<file path="src/rtl/keypad_decoder.sv">
// rtl/keypad_decoder.sv - 4x4 matrix keypad scanner, row debounce, one-cycle key code pulse
// Optional auto-repeat while a key is held: define KEYPAD_REPEAT_EN.
module keypad_decoder #(
  parameter int SCAN_TICKS     = 20000,
  parameter int DEBOUNCE_TICKS = 200000,
  parameter int REPEAT_TICKS   = 25000000
) (
  input  logic       clk,
  input  logic       rst,
  input  logic [3:0] row_in,
  output logic [3:0] col_out,
  output logic [7:0] key_coord,
  output logic       key_held
);

  localparam int SW = $clog2(SCAN_TICKS);
  localparam int DW = $clog2(DEBOUNCE_TICKS);
  localparam logic [SW-1:0] SCAN_LAST = SW'(SCAN_TICKS - 1);
  localparam logic [DW-1:0] DEB_LAST  = DW'(DEBOUNCE_TICKS - 1);

  typedef enum logic [1:0] {
    ST_SCAN,
    ST_CONFIRM,
    ST_HOLD
  } state_t;

  logic [3:0]    row_meta_q;
  logic [3:0]    row_s_q;
  state_t        state_q;
  logic [SW-1:0] tick_q;
  logic [DW-1:0] deb_q;
  logic [3:0]    row_cap_q;
  logic [3:0]    col_q;
  logic [7:0]    key_coord_q;
  logic          key_held_q;
  logic          one_low;

`ifdef KEYPAD_REPEAT_EN
  localparam int RW = $clog2(REPEAT_TICKS);
  localparam logic [RW-1:0] REP_LAST = RW'(REPEAT_TICKS - 1);
  logic [RW-1:0] rep_q;
`else
  localparam int unused_repeat_ticks = REPEAT_TICKS;
`endif

  assign col_out   = col_q;
  assign key_coord = key_coord_q;
  assign key_held  = key_held_q;

  // Two-flop synchronizer for the asynchronous rows; idle level is all-high
  always_ff @(posedge clk) begin
    if (rst) begin
      row_meta_q <= 4'hF;
      row_s_q    <= 4'hF;
    end else begin
      row_meta_q <= row_in;
      row_s_q    <= row_meta_q;
    end
  end

  // Exactly one low row means a single unambiguous key in the driven column
  always_comb begin
    case (row_s_q)
      4'b1110, 4'b1101, 4'b1011, 4'b0111: one_low = 1'b1;
      default:                            one_low = 1'b0;
    endcase
  end

  // Scan / confirm / hold sequencing with all outputs registered
  always_ff @(posedge clk) begin
    if (rst) begin
      state_q     <= ST_SCAN;
      tick_q      <= '0;
      deb_q       <= '0;
      row_cap_q   <= 4'hF;
      col_q       <= 4'b1110;
      key_coord_q <= 8'h00;
      key_held_q  <= 1'b0;
`ifdef KEYPAD_REPEAT_EN
      rep_q       <= '0;
`endif
    end else begin
      // The code is a one-cycle pulse; every other cycle reads zero
      key_coord_q <= 8'h00;
      case (state_q)
        ST_SCAN: begin
          // Rows are only trusted at the end of the dwell, after settling and sync
          if (tick_q == SCAN_LAST) begin
            tick_q <= '0;
            if (one_low) begin
              row_cap_q <= row_s_q;
              deb_q     <= '0;
              state_q   <= ST_CONFIRM;
            end else begin
              col_q <= {col_q[2:0], col_q[3]};
            end
          end else begin
            tick_q <= tick_q + 1'b1;
          end
        end
        ST_CONFIRM: begin
          if (row_s_q != row_cap_q) begin
            // Bounce: rescan the same column from a fresh dwell
            state_q <= ST_SCAN;
            tick_q  <= '0;
            deb_q   <= '0;
          end else if (deb_q == DEB_LAST) begin
            key_coord_q <= {row_cap_q, col_q};
            key_held_q  <= 1'b1;
            deb_q       <= '0;
            state_q     <= ST_HOLD;
`ifdef KEYPAD_REPEAT_EN
            rep_q       <= '0;
`endif
          end else begin
            deb_q <= deb_q + 1'b1;
          end
        end
        ST_HOLD: begin
          // deb_q now counts consecutive all-released cycles
          if (row_s_q == 4'hF) begin
            if (deb_q == DEB_LAST) begin
              key_held_q <= 1'b0;
              deb_q      <= '0;
              col_q      <= 4'b1110;
              tick_q     <= '0;
              state_q    <= ST_SCAN;
            end else begin
              deb_q <= deb_q + 1'b1;
            end
          end else begin
            deb_q <= '0;
          end
`ifdef KEYPAD_REPEAT_EN
          if (row_s_q == row_cap_q) begin
            if (rep_q == REP_LAST) begin
              rep_q       <= '0;
              key_coord_q <= {row_cap_q, col_q};
            end else begin
              rep_q <= rep_q + 1'b1;
            end
          end else begin
            rep_q <= '0;
          end
`endif
        end
        default: begin
          state_q <= ST_SCAN;
          tick_q  <= '0;
          deb_q   <= '0;
          col_q   <= 4'b1110;
        end
      endcase
    end
  end

endmodule
</file>
<file path="config.mk">
export PLATFORM = sky130hd
export DESIGN_NAME = keypad_decoder
export DESIGN_NICKNAME = d
export VERILOG_FILES = /design/src/rtl/keypad_decoder.sv
export SDC_FILE = /design/constraint.sdc
export NUM_CORES = 1
export LEC_CHECK = 0
export ABC_AREA = 1
export BUFFER_PORTS_ARGS = -buffer_cell sky130_fd_sc_hd__buf_2
export CAP_MARGIN = 20
export CELL_PAD_IN_SITES_DETAIL_PLACEMENT = 1
export CELL_PAD_IN_SITES_GLOBAL_PLACEMENT = 2
export CORE_ASPECT_RATIO = 0.5
export CORE_MARGIN = 3
export CORE_UTILIZATION = 34
export CTS_CLUSTER_SIZE = 40
export DETAILED_ROUTE_END_ITERATION = 12
export GPL_ROUTABILITY_DRIVEN = 1
export MAX_ROUTING_LAYER = met4
export PLACE_DENSITY_LB_ADDON = 0.1
export SKIP_LAST_GASP = 1
export SLEW_MARGIN = 20
export SYNTH_ARGS = -nofsm -noshare
export SYNTH_HDL_FRONTEND = slang
export SYNTH_SLANG_ARGS = --single-unit
</file>
<file path="constraint.sdc">
create_clock -name clk -period 2.1 [get_ports clk]
set_clock_uncertainty 0.05 [all_clocks]
set_input_delay 0.105 -clock clk [delete_from_list [all_inputs] [get_ports clk]]
set_output_delay 0.105 -clock clk [all_outputs]
set_load 0.005 [all_outputs]
</file>
==> results.sh, run 1 <==
export IMPL_clock_latency_ps=330
export IMPL_ys_types=32
export IMPL_antenna_found_initial=0
export IMPL_max_freq_mhz=517
export IMPL_gr_total_overflow=0
export IMPL_p_leak_nw=1.68
export IMPL_vdd_drop_max_mv=0.451
export IMPL_via_count=3201
export IMPL_tightest_slew_ps=534
export IMPL_finalNetCount=547
export IMPL_syn_inst=501
export IMPL_place_gp_congestion=0.840
export IMPL_status="complete, no violations"
export IMPL_clock_path_buffers=2
export IMPL_die_h_um=75.7
export IMPL_drt_iter0_markers=132
export IMPL_core_um2=9070
export IMPL_p_clk_frac=0.519
export IMPL_placed_area_um2=3570
export IMPL_grt_pass1_wl_um=16600
export IMPL_setup_violations_final=0
export IMPL_r2r_setup_slack_ps=170
export IMPL_grt_pass1_vias=3355
export IMPL_finalCritPeriodShare=0.920
export IMPL_cts_buffers=9
export IMPL_cp_end_kind="flop"
export IMPL_min_delay_start="rst"
export IMPL_ff2ff_path_depth=12
export IMPL_r2r_start="tick_q[0]"
export IMPL_synth_area_leader_cell="dfxtp_1"
export IMPL_rsz0062_at_grt="true"
export IMPL_synthTopCellsByArea="dfxtp_1, nand2_1, nor2_1"
export IMPL_report_final_hold_viol_count=0
export IMPL_slew_limit_headroom=0.641
export IMPL_stdcell_count=671
export IMPL_ys_warn_count=0
export IMPL_dr_pass1_iters=4
export IMPL_netSwitchingPower_w=0.000803
export IMPL_routed_wl_um=9620
export IMPL_grt_use_total=0.196
export IMPL_antenna_cells=0
export IMPL_hold_path_end="deb_q[14]"
export IMPL_ant_nets=0
export IMPL_numPortBuffers=18
export IMPL_p_int_w=0.00231
export IMPL_placementRows=24
export IMPL_final_area_um2=3950
export IMPL_placed_cells=650
export IMPL_dp_hpwl_um=7200
export IMPL_maxCapViolCount=0
export IMPL_htreeDepth=3
export IMPL_cts_sinks=60
export IMPL_path_max_fanout=8
export IMPL_worstSetupPathType="reg -> reg"
export IMPL_root_buffer="clkbuf_16"
export IMPL_die_area_um2=11000
export IMPL_startpoint_type="flop"
export IMPL_required_ps=2280
export IMPL_clk_pin_slew_ps=60
export IMPL_drc=0
export IMPL_areaGrowthSynthToFinish_pct=19.7
export IMPL_viasPerCell=4.77
export IMPL_avgSynthCellArea_um2=6.59
export IMPL_yosysTopAreaCellShare=0.364
export IMPL_sequentialPowerShare=0.384
export IMPL_yosysSeqAreaShare=0.364
export IMPL_initial_core_util=0.364
export IMPL_power_density_nw_per_um2=789
export IMPL_syn_area_um2=3300
export IMPL_drive_gt1_frac=0.166
export IMPL_io_pins=19
export IMPL_hold_class="in -> reg"
export IMPL_die_w_um=145
export IMPL_syn_nets=512
export IMPL_synth_seq_cells=60
export IMPL_p_sw_frac=0.258
export IMPL_hold_path_depth=3
export IMPL_pwr_share_comb=0.097
export IMPL_arrival_ps=2110
export IMPL_wl_per_cell_um=14.3
export IMPL_slew_viol_final=0
export IMPL_cts_tree="done"
export IMPL_period_needed_ps=1930
export IMPL_r2r_end="col_out[0]"
export IMPL_holdWs_ps=245
export IMPL_grt_max_degree=35
[worst max-delay path: stages (launching register included)]
cell and delay [ps]:
dfxtp_1 370, ha_2 240, nand2_2 110, inv_2 80
nand2_2 70, nor2_4 150, nand2_4 110, nand2_4 120
nand3_1 130, a21oi_4 210, nand2_1 70, nand2_1 60
nor2_1 50
[how the worst max path moves through the flow]
stage	start	endpoint	slack [ps]	depth (start not counted)
after floorplan	tick_q[0]	col_out[0]	470	12
after global placement	deb_q[0]	col_out[1]	160	8
after detailed placement	deb_q[0]	col_out[1]	150	8
after CTS	tick_q[0]	col_out[0]	110	12
after global routing	tick_q[0]	col_out[0]	-10	12
final	tick_q[0]	col_out[0]	170	12
[layer usage]
layer  vias to the layer above  GRT usage  wire [um]  part of all wire
li1                       1658          -          -                 -
met1                      1503      0.251       5020              0.52
met2                        29      0.320       4220              0.44
met3                        11     0.0404        253             0.026
met4                         0     0.0589        133             0.014
met5                         -          -          0                 0
[flip-flops by register name (all words and copies together), names as in the netlist]
signal and cells:
key_held 1, row_s_q 4, deb_q 18, state_q 2, tick_q 15, row_cap_q 4
key_coord 8, row_meta_q 4, col_out 4
[placed cells by master (no fill, tap or decap), types with 2 or more instances in the layout]
cell	synthesis	routed
dlygate4sd3_1	0	4
a21oi_4	1	2
clkinvlp_4	0	3
inv_2	4	4
a21oi_1	30	30
nand4_1	14	14
nor2_2	6	6
o21ai_0	14	14
dfxtp_1	60	60
clkbuf_16	0	9
bufinv_16	0	2
buf_2	0	18
buf_4	1	11
inv_1	58	58
nor2_4	3	3
nor2_1	68	68
nand2_2	9	10
o21ai_1	5	5
nand2_4	5	5
nor3_1	16	16
nand3_2	3	3
ha_1	5	4
nand3_1	31	31
nand2_1	138	137
or2_2	9	9
xor2_1	5	5
[area by class of cell]
| class | instances | area, um^2 |
|---|---|---|
| clock inverter | 7 | 100 |
| timing repair buffer | 33 | 213 |
| multi-input combinational | 369 | 1810 |
| inverter | 63 | 236 |
| fill | 1225 | 5120 |
| tap | 130 | 163 |
| sequential | 60 | 1200 |
| clock buffer | 9 | 225 |
[kinds of logic after synthesis]
logic type,after synthesis,share of synthesized area
AND/OR/NAND/NOR,305,0.424
buffers and inverters,72,0.0909
flip-flops,60,0.364
AO/OA/AOI/OAI,53,0.0864
XOR/XNOR,6,0.0159
adder cells (fa/ha/maj),5,0.0189
[power by group through the flow]
stage / registers [W] / clock network, W / logic (W)
2_1_floorplan: 0.00121 / 0 / 0.000217
3_3_place_gp: 0.00122 / 0 / 0.000288
4_1_cts: 0.00120 / 0.00166 / 0.000301
5_1_grt: 0.00120 / 0.00172 / 0.000343
3_5_place_dp: 0.00122 / 0 / 0.000293
6_report: 0.00120 / 0.00162 / 0.000302
[synthesized netlist by cell type (all sizes together)]
cell type	count
nand2	152
nor2	77
inv	62
dfxtp	60
nand3	34
a21oi	32
o21ai	19
nor3	18
nand4	14
or2	9
clkbuf	5
ha	5
xor2	5
buf	4
a211oi	1
clkinv	1
nand3b	1
o21bai	1
xnor2	1
[metrics by stage]
step | util | TNS [ps] | power [W] | setup slack, ps
after global routing | 0.436 | -10.6 | 0.00326 | -10.6
after CTS | 0.433 | 0 | 0.00316 | 109
after detailed placement | 0.393 | 0 | 0.00151 | 147
after global placement | 0.393 | 0 | 0.00151 | 159
final | 0.436 | 0 | 0.00312 | 168
after floorplan | - | 0 | 0.00143 | 471
[repair_timing]
| item | 4_1_cts | 5_1_grt |
|---|---|---|
| endpoints found under the setup margin | 0 | 7 |
| hold endpoints to repair | 4 | 0 |
| buffers inserted | 0 | 1 |
| resized for setup | 0 | 3 |
| hold buffers | 4 | 0 |
No activity file was read; power rests on OpenSTA's default activity.
==> inputs of run 2 (changes only) <==
==> constraint.sdc (replaced) <==
create_clock -name clk -period 2.1 [get_ports clk]
set_clock_uncertainty 0.05 [all_clocks]
set_input_delay 0.21 -clock clk [delete_from_list [all_inputs] [get_ports clk]]
set_output_delay 0.21 -clock clk [all_outputs]
set_load 0.005 [all_outputs]
==> results.sh, run 2 (synthesized netlist as in run 1, its figures left out) <==
export IMPL_status="complete, no violations"
export IMPL_cts_hold_buffers=0
export IMPL_r2r_start="tick_q[0]"
export IMPL_grt_pass1_vias=3320
export IMPL_core_um2=9070
export IMPL_slew_limit_headroom=0.638
export IMPL_worstSetupStartpoint="tick_q[0]"
export IMPL_power_density_nw_per_um2=795
export IMPL_placed_cells=650
export IMPL_via_count=3186
export IMPL_max_freq_mhz=515
export IMPL_cts_sinks=60
export IMPL_post_route_util=0.431
export IMPL_initial_core_util=0.364
export IMPL_cts_buffers=9
export IMPL_maxCapViolCount=0
export IMPL_dp_hpwl_um=7200
export IMPL_areaGrowthSynthToFinish_pct=18.5
export IMPL_worstSetupPathType="reg -> reg"
export IMPL_die_w_um=145
export IMPL_placed_area_um2=3570
export IMPL_final_area_um2=3910
export IMPL_die_h_um=75.7
export IMPL_path_max_fanout=8
export IMPL_slew_viol_final=0
export IMPL_required_ps=2280
export IMPL_drc=0
export IMPL_io_pins=19
export IMPL_p_leak_nw=1.66
export IMPL_report_final_hold_viol_count=0
export IMPL_htreeDepth=3
export IMPL_placementRows=24
export IMPL_final_cell_mix="nand2_1, nor2_1, dfxtp_1"
export IMPL_grt_use_total=0.194
export IMPL_root_buffer="clkbuf_16"
export IMPL_setup_violations_final=0
export IMPL_cts_tree="done"
export IMPL_finalNetCount=543
export IMPL_stdcell_count=667
export IMPL_period_needed_ps=1940
export IMPL_wl_per_cell_um=14.4
export IMPL_place_gp_congestion=0.840
export IMPL_regMostFlops="deb_q"
export IMPL_viasPerCell=4.78
export IMPL_grt_max_degree=35
export IMPL_tightest_slew_ps=538
export IMPL_vdd_drop_max_mv=0.451
export IMPL_rsz0062_at_grt="true"
export IMPL_largest_register_ffs=18
export IMPL_clk_pin_slew_ps=60
export IMPL_antenna_cells=0
export IMPL_min_delay_start="row_in[1]"
export IMPL_hold_class="in -> reg"
export IMPL_clock_path_buffers=2
export IMPL_arrival_ps=2120
export IMPL_grt_pass1_wl_um=16400
export IMPL_drive_gt1_frac=0.168
export IMPL_gr_total_overflow=0
export IMPL_antenna_found_initial=0
export IMPL_finalCritPeriodShare=0.924
export IMPL_routed_wl_um=9570
export IMPL_cp_end_kind="flop"
export IMPL_clock_latency_ps=330
export IMPL_ant_nets=0
export IMPL_mostFrequentLayoutCell="nand2_1"
export IMPL_dr_pass1_iters=4
export IMPL_drt_iter0_markers=123
export IMPL_numPortBuffers=18
export IMPL_die_area_um2=11000
export IMPL_startpoint_type="flop"
[run 2: changes by cell type in the layout (fill, tap and decap cells not counted), sizes merged]
cell / change
dlygate4sd3: -4
[run 2: layout make-up]
type	instances	area [um^2]
fillers	1227	5160
multi-input cells	369	1810
flip-flops and latches	60	1200
inverters	63	236
clock buffers	9	225
repair buffers	29	173
well taps	130	163
clock inverters	7	100
[run 2: through the flow]
stage          TNS [ps]  total power, W  hold WS, ps  setup slack [ps]
3_3_place_gp          0         0.00151          341               159
2_1_floorplan         0         0.00143          264               471
6_report              0         0.00311         10.9               160
5_1_grt           -10.6         0.00325         3.85             -10.6
3_5_place_dp          0         0.00151          347               147
4_1_cts               0         0.00315        0.832               109
[run 2: per-layer routing]
layer  up-vias  wire length (um)  global-route usage
met1      1504              5020               0.251
met5         -                 0                   -
met3         7               240              0.0392
li1       1647                 -                   -
met2        28              4220               0.317
met4         0                95              0.0515
[run 2: worst paths after layout]
path,to,cells past startpoint,slack (ps)
worst min register to register,row_s_q[2],1,360
worst max-delay path,col_out[0],12,160
worst max register to register,col_out[0],12,160
worst min-delay path,row_meta_q[1],2,10
[run 2: timing repair]
| item | in CTS | in global routing |
|---|---|---|
| setup buffers | 0 | 1 |
| setup endpoints to repair | 0 | 7 |
| resized for setup | 0 | 3 |
[run 2: where the power goes]
group	switching, W	total, W	internal, W
Sequential	0.0000272	0.00120	0.00117
Clock	0.000575	0.00162	0.00104
Combinational	0.000201	0.000296	0.0000952
[run 2: worst max-delay path: stages, from the launching register on]
cell     delay [ps]
dfxtp_1         370
ha_2            240
nand2_2         110
inv_2            80
nand2_2          70
nor2_4          150
nand2_4         110
nand2_4         120
nand3_1         130
a21oi_4         220
nand2_1          80
nand2_1          60
nor2_1           50
